**config.mk**
```make
export PLATFORM = sky130hd
export DESIGN_NAME = switch_in_stage_flat
export DESIGN_NICKNAME = d
export VERILOG_FILES = /design/src/rtl/switch_in_stage_if.sv /design/src/rtl/switch_in_stage.sv /design/src/flat_wrapper.sv
export SDC_FILE = /design/constraint.sdc
export NUM_CORES = 1
export LEC_CHECK = 0
export CORE_MARGIN = 2
export CORE_UTILIZATION = 55
export CTS_CLUSTER_DIAMETER = 30
export DETAILED_ROUTE_END_ITERATION = 6
export PLACE_DENSITY = 0.78
export SYNTH_ARGS = -nofsm -noshare
export SYNTH_HDL_FRONTEND = slang
export SYNTH_SLANG_ARGS = --single-unit
```
**constraint.sdc**
```tcl
create_clock -name clk -period 8.75 [get_ports clk]
set_input_delay 1.75 -clock clk [delete_from_list [all_inputs] [get_ports clk]]
set_output_delay 1.75 -clock clk [all_outputs]
set_load 0.02 [all_outputs]
```
**src/rtl/switch_in_stage_if.sv**
```systemverilog
// switch_in_stage_if: handshake/bus bundle between the traffic sources, the
// ingress stage and the downstream barrel shifter.
// The master modport drives the request side (en, in_valid, in_dst, in_data).
// The slave modport (switch_in_stage) drives in_ready, sel_out and port_out.
// Port count and payload width default to `PORT_NUB_TOTAL / `DATA_WIDTH when
// those macros are not supplied by the build.
`ifndef PORT_NUB_TOTAL
`define PORT_NUB_TOTAL 8
`endif
`ifndef DATA_WIDTH
`define DATA_WIDTH 8
`endif

interface switch_in_stage_if #(
    parameter int N = `PORT_NUB_TOTAL,
    parameter int D = `DATA_WIDTH
);
    localparam int SW = $clog2(N);
    localparam int PW = 1 + 2 * SW + D;

    logic            en;
    logic [N-1:0]    in_valid;
    logic [N*SW-1:0] in_dst;
    logic [N*D-1:0]  in_data;
    logic [N-1:0]    in_ready;
    logic [SW-1:0]   sel_out;
    logic [N*PW-1:0] port_out;

    modport master (
        output en, in_valid, in_dst, in_data,
        input  in_ready, sel_out, port_out
    );

    modport slave (
        input  en, in_valid, in_dst, in_data,
        output in_ready, sel_out, port_out
    );
endinterface

```
**src/rtl/switch_in_stage.sv**
```systemverilog
// switch_in_stage: ingress stage of the shared-cache switch.
// One small FIFO per input port; on every enabled cycle each non-empty FIFO
// pops its head into a registered slot {valid, src_id, dst_id, data} and the
// rotation select for the barrel shifter advances by one, so both reach the
// shifter on the same edge. With en low all slots are cleared and the select
// holds.
// Optional feature: define SWITCH_IN_DROP_CNT_EN to add per-port 16-bit
// saturating counters (drop_cnt) of cycles where a port offered a word while
// its FIFO was full.
`ifndef PORT_NUB_TOTAL
`define PORT_NUB_TOTAL 8
`endif
`ifndef DATA_WIDTH
`define DATA_WIDTH 8
`endif

module switch_in_stage #(
    parameter int PORT_NUM   = `PORT_NUB_TOTAL,
    parameter int DATA_W     = `DATA_WIDTH,
    parameter int FIFO_DEPTH = 4
) (
    input  logic              clk,
    input  logic              rst,
    switch_in_stage_if.slave  bus
`ifdef SWITCH_IN_DROP_CNT_EN
    ,
    output logic [PORT_NUM*16-1:0] drop_cnt
`endif
);
    localparam int WIDTH_SEL  = $clog2(PORT_NUM);
    localparam int WIDTH_PORT = 1 + 2 * WIDTH_SEL + DATA_W;
    localparam int AW         = $clog2(FIFO_DEPTH);
    localparam int WW         = WIDTH_SEL + DATA_W;   // stored word: {dst, data}

    localparam logic [AW:0]          PTR_ONE = 1;
    localparam logic [WIDTH_SEL-1:0] SEL_ONE = 1;

    logic [WIDTH_SEL-1:0] sel_q, sel_d;

    // Select advances once per enabled cycle; power-of-two N wraps naturally.
    always_comb begin
        sel_d = sel_q;
        if (bus.en) begin
            sel_d = sel_q + SEL_ONE;
        end
    end

    // Rotation select register, aligned with the slot registers.
    always_ff @(posedge clk or posedge rst) begin
        if (rst) begin
            sel_q <= '0;
        end else begin
            sel_q <= sel_d;
        end
    end

    assign bus.sel_out = sel_q;

    generate
        for (genvar gi = 0; gi < PORT_NUM; gi++) begin : g_port
            localparam logic [WIDTH_SEL-1:0] SRC_ID = WIDTH_SEL'(gi);

            logic [WW-1:0]         mem_q [FIFO_DEPTH];
            logic [AW:0]           wr_q, wr_d;
            logic [AW:0]           rd_q, rd_d;
            logic [WIDTH_PORT-1:0] slot_q, slot_d;
            logic                  full;
            logic                  empty;
            logic                  push;
            logic                  pop;
            logic [WW-1:0]         head;

            // Extra pointer MSB distinguishes full from empty when indices match.
            assign full  = (wr_q[AW] != rd_q[AW]) && (wr_q[AW-1:0] == rd_q[AW-1:0]);
            assign empty = (wr_q == rd_q);
            // Push depends only on pre-edge fullness, so a same-cycle pop
            // never frees room for a word offered while full.
            assign push  = bus.in_valid[gi] && !full;
            assign pop   = bus.en && !empty;
            assign head  = mem_q[rd_q[AW-1:0]];

            assign bus.in_ready[gi] = !full;
            assign bus.port_out[gi*WIDTH_PORT +: WIDTH_PORT] = slot_q;

            // Next pointers and next slot word for this port.
            always_comb begin
                wr_d   = wr_q;
                rd_d   = rd_q;
                slot_d = '0;
                if (push) begin
                    wr_d = wr_q + PTR_ONE;
                end
                if (pop) begin
                    rd_d   = rd_q + PTR_ONE;
                    slot_d = {1'b1, SRC_ID, head};
                end
            end

            // FIFO storage; contents need no reset since the pointers gate them.
            always_ff @(posedge clk) begin
                if (push) begin
                    mem_q[wr_q[AW-1:0]] <= {bus.in_dst[gi*WIDTH_SEL +: WIDTH_SEL],
                                            bus.in_data[gi*DATA_W +: DATA_W]};
                end
            end

            // Pointer and output-slot registers; reset discards stored words.
            always_ff @(posedge clk or posedge rst) begin
                if (rst) begin
                    wr_q   <= '0;
                    rd_q   <= '0;
                    slot_q <= '0;
                end else begin
                    wr_q   <= wr_d;
                    rd_q   <= rd_d;
                    slot_q <= slot_d;
                end
            end

`ifdef SWITCH_IN_DROP_CNT_EN
            logic [15:0] cnt_q, cnt_d;

            // Count offered-while-full cycles, sticking at all-ones.
            always_comb begin
                cnt_d = cnt_q;
                if (bus.in_valid[gi] && full && (cnt_q != 16'hFFFF)) begin
                    cnt_d = cnt_q + 16'd1;
                end
            end

            // Drop counter register, cleared only by reset.
            always_ff @(posedge clk or posedge rst) begin
                if (rst) begin
                    cnt_q <= '0;
                end else begin
                    cnt_q <= cnt_d;
                end
            end

            assign drop_cnt[gi*16 +: 16] = cnt_q;
`endif
        end
    endgenerate
endmodule

```
**src/flat_wrapper.sv**
```systemverilog
// flat-port wrapper written by rule: the top's interface ports become plain ports
module switch_in_stage_flat 
#(
    parameter int PORT_NUM   = `PORT_NUB_TOTAL,
    parameter int DATA_W     = `DATA_WIDTH,
    parameter int FIFO_DEPTH = 4
)
  (clk, rst, bus_en, bus_in_valid, bus_in_dst, bus_in_data, bus_in_ready, bus_sel_out, bus_port_out);
  switch_in_stage_if #(.N((8)), .D((8))) bus_i ();
  input  logic clk;
  input  logic rst;
  input wire logic [$bits(bus_i.en)-1:0] bus_en;
  input wire logic [$bits(bus_i.in_valid)-1:0] bus_in_valid;
  input wire logic [$bits(bus_i.in_dst)-1:0] bus_in_dst;
  input wire logic [$bits(bus_i.in_data)-1:0] bus_in_data;
  output wire logic [$bits(bus_i.in_ready)-1:0] bus_in_ready;
  output wire logic [$bits(bus_i.sel_out)-1:0] bus_sel_out;
  output wire logic [$bits(bus_i.port_out)-1:0] bus_port_out;
  assign bus_i.en = bus_en;
  assign bus_i.in_valid = bus_in_valid;
  assign bus_i.in_dst = bus_in_dst;
  assign bus_i.in_data = bus_in_data;
  assign bus_in_ready = bus_i.in_ready;
  assign bus_sel_out = bus_i.sel_out;
  assign bus_port_out = bus_i.port_out;
  switch_in_stage #(.PORT_NUM(PORT_NUM), .DATA_W(DATA_W), .FIFO_DEPTH(FIFO_DEPTH)) u_core (.clk(clk), .rst(rst), .bus(bus_i));
endmodule
```
==> results.ini <==
[setup_path]
crit_buf_inv = 1
max_stage_delay_ps = 930
slowest_stage = dfrtp_1
cp_top_family = flip-flops
worstSetupStartpoint = u_core.g_port[0].rd_q[0]
arrival_ps = 2790
worst-setup-path-type = reg2out
crit_chain = xnor2_1, nand3_1, clkdlybuf4s50_1
cp-end-kind = output port
worst_setup_path_start_kind = register
cp.required_ps = 7000
reg2reg_from = u_core.g_port[5].rd_q[0]
path_max_fanout = 15

[placed_design]
hpwl_microns = 23000
port_buffers = 217
gp_congestion = 0.809
place_area_sq_um = 22300
dp_slack_ps = 4810

[yosys]
ys_ff_latch = 499
yosys_warnings = 0
syn_inst = 1083
synth_enable_flop_cells = 352
synthArstFlopShare = 0.295
synth_fa_ha_area_frac = 0.0256
synth_xor_xnor_area_share = 0.0373
muxShareOfSynthArea = 0.101
synth_most_common_cell = edfxtp_1
syn_area_sq_um = 20000
synth_compound_area_frac = 0.0360
synth_top_cell_area_share = 0.528
synth_top_family_by_area = multiplexers
avgSynthCellArea_sq_um = 18.5
synth_top_cell_by_area = edfxtp_1
yosys.area_share.simple = 0.0543
ys_seq_area_frac = 0.711
yosys_most_used_dff = edfxtp_1
synth_area_leaders = edfxtp_1 53%, dfrtp_1 18%, mux4_2 9.2%
yosysUniqueCellTypes = 48
synthTopCellsByCount = 352 x edfxtp_1, 147 x dfrtp_1, 82 x mux4_2, 58 x nor2b_1, 41 x ha_1

[hold_path]
timing.hold.worst.class = reg2reg
min_from = u_core.bus.sel_out[2]

[clock_network]
htreeDepth = 3
cts_inserted_buffers = 88
clock_latency_ps = 610
cts_resized = 0
cts_tree = built
root_buffer = clkbuf_16
post_cts_buffers = 0
cts.sinks = 499
clk_pin_slew_worst_paths_ps = 50
hold_buffers = 0
ctsLongestPathBuffers = 3

[sta]
hold_viol_final = 0
slew_violations = 0
max_slew_margin = 0.305
rsz0062_at_grt = false
setup_slack_ps = 4210
tightest_slew_ps = 1040
timing.final.crit_share = 0.518
setup_viol = 0
post-route-min-period_ps = 4540
finalSetupTns_ps = 0
finClkSkew_ps = 19.0
max_freq_mhz = 220

[floorplanning]
start_util = 0.561
core_sq_um = 35700
die_y_microns = 195
num_io_pins = 230
row_count = 69
die_w_microns = 195
dieArea_sq_um = 38000

[drt]
drt-pass1-iter-count = 5
wirelength_microns = 38700
wl_met2_microns = 19900
viasPerCell = 5.51
dr.max_layer_used = met4
wirelength_met1_microns = 15600
wl_met3_microns = 2100
drt-initial-drc-count = 642
drt-wirelength-per-cell_microns = 20.6
drc = 0
vias = 10300
ant_nets = 0

[grt]
grt_pass1_vias = 11100
grt_pass1_wl_microns = 61000
grt_usage = 0.210
antenna_found_initial = 0
grt_overflow = 0
grt_max_degree = 82

[power_and_ir_drop]
share_comb_of_total_power = 0.290
p_per_area_nw_per_um2 = 407
power.internal_w = 0.00699
switchingPower_w = 0.00336
vdd_ir_drop_max_v = 0.000320
p_clk_frac = 0.336
seq_power_share = 0.373
switching_share = 0.324
p_leak_nw = 9.49
totalPowerFinal_w = 0.0103

[layout]
layout-drive-gt1-share = 0.203
nFillCells = 2084
layout.nets = 1475
fin_area_sq_um = 25400
multi_input_area_sq_um = 5130
areaGrowthSynthToFinish_pct = 26.9
seq_area_sq_um = 14200

[flow_run]
drv_cap = 0

[status]
status = completed

==> layout make-up <==
type                    instances  area share
flip-flops and latches        499       0.560
multi-input cells             487       0.202
clock buffers                  99      0.0902
repair buffers                225      0.0876
clock inverters                67      0.0320
well taps                     461      0.0227
inverters                      34     0.00522
diodes                          1   0.0000984
==> metrics by stage <==
stage | util | hold slack (ps) | cells
after floorplan | - | 480 | 1094
after global placement | 0.624 | 477 | 1706
after detailed placement | 0.624 | 463 | 1706
after CTS | 0.711 | 489 | 1872
after global routing | 0.711 | 505 | 1872
final | 0.711 | 484 | 1873
==> layout by cell type, fill, tap and decap left out, types with 13 or more instances in the layout <==
cell	count
a31oi_1	13
ha_1	41
clkdlybuf4s50_1	216
dfrtp_1	147
nand2_1	19
nor2b_1	58
xor2_1	21
clkbuf_16	88
edfxtp_1	352
and2_1	38
mux4_2	82
xnor2_1	31
inv_1	31
a21oi_1	17
nand3_1	15
==> power groups by stage <==
stage	registers, W	clock network, W	logic (W)
final	0.00386	0.00348	0.00301
after global routing	0.00395	0.00364	0.00324
after CTS	0.00388	0.00353	0.00303
after detailed placement	0.00390	0	0.00299
after global placement	0.00386	0	0.00292
after floorplan	0.00383	0	0.00208
==> path summary, 6_finish.rpt <==
check	to	slack (ps)	depth (start not counted)
worst max-delay path	bus_in_ready[0]	4210	3
worst min register to register	u_core.bus.sel_out[2]	480	1
min in group asynchronous	u_core.g_port[0].slot_q[3]	1660	2
worst max register to register	u_core.g_port[5].mem_q[0][0]	6120	3
max in group asynchronous	u_core.g_port[6].rd_q[2]	5710	3
worst min-delay path	u_core.bus.sel_out[2]	480	1
==> registers in the layout, summed over array words and instances, names as in the netlist <==
register / count
u_core.bus.sel_out: 3
u_core.g_port.mem_q: 352
u_core.g_port.rd_q: 24
u_core.g_port.slot_q: 96
u_core.g_port.wr_q: 24
==> metal layers <==
layer | GRT usage | vias to the layer above
met5 | 0 | -
met4 | 0.0845 | 0
met3 | 0.0427 | 76
met2 | 0.361 | 369
met1 | 0.263 | 5280
li1 | - | 4602
==> kinds of logic after synthesis <==
family | after synthesis
compound gates | 91
other cells | 1
simple gates | 184
fa+ha+maj | 41
flops | 499
buf+inv | 108
xor+xnor | 70
mux | 89
Note: power is estimated with default switching activity, not from simulation.
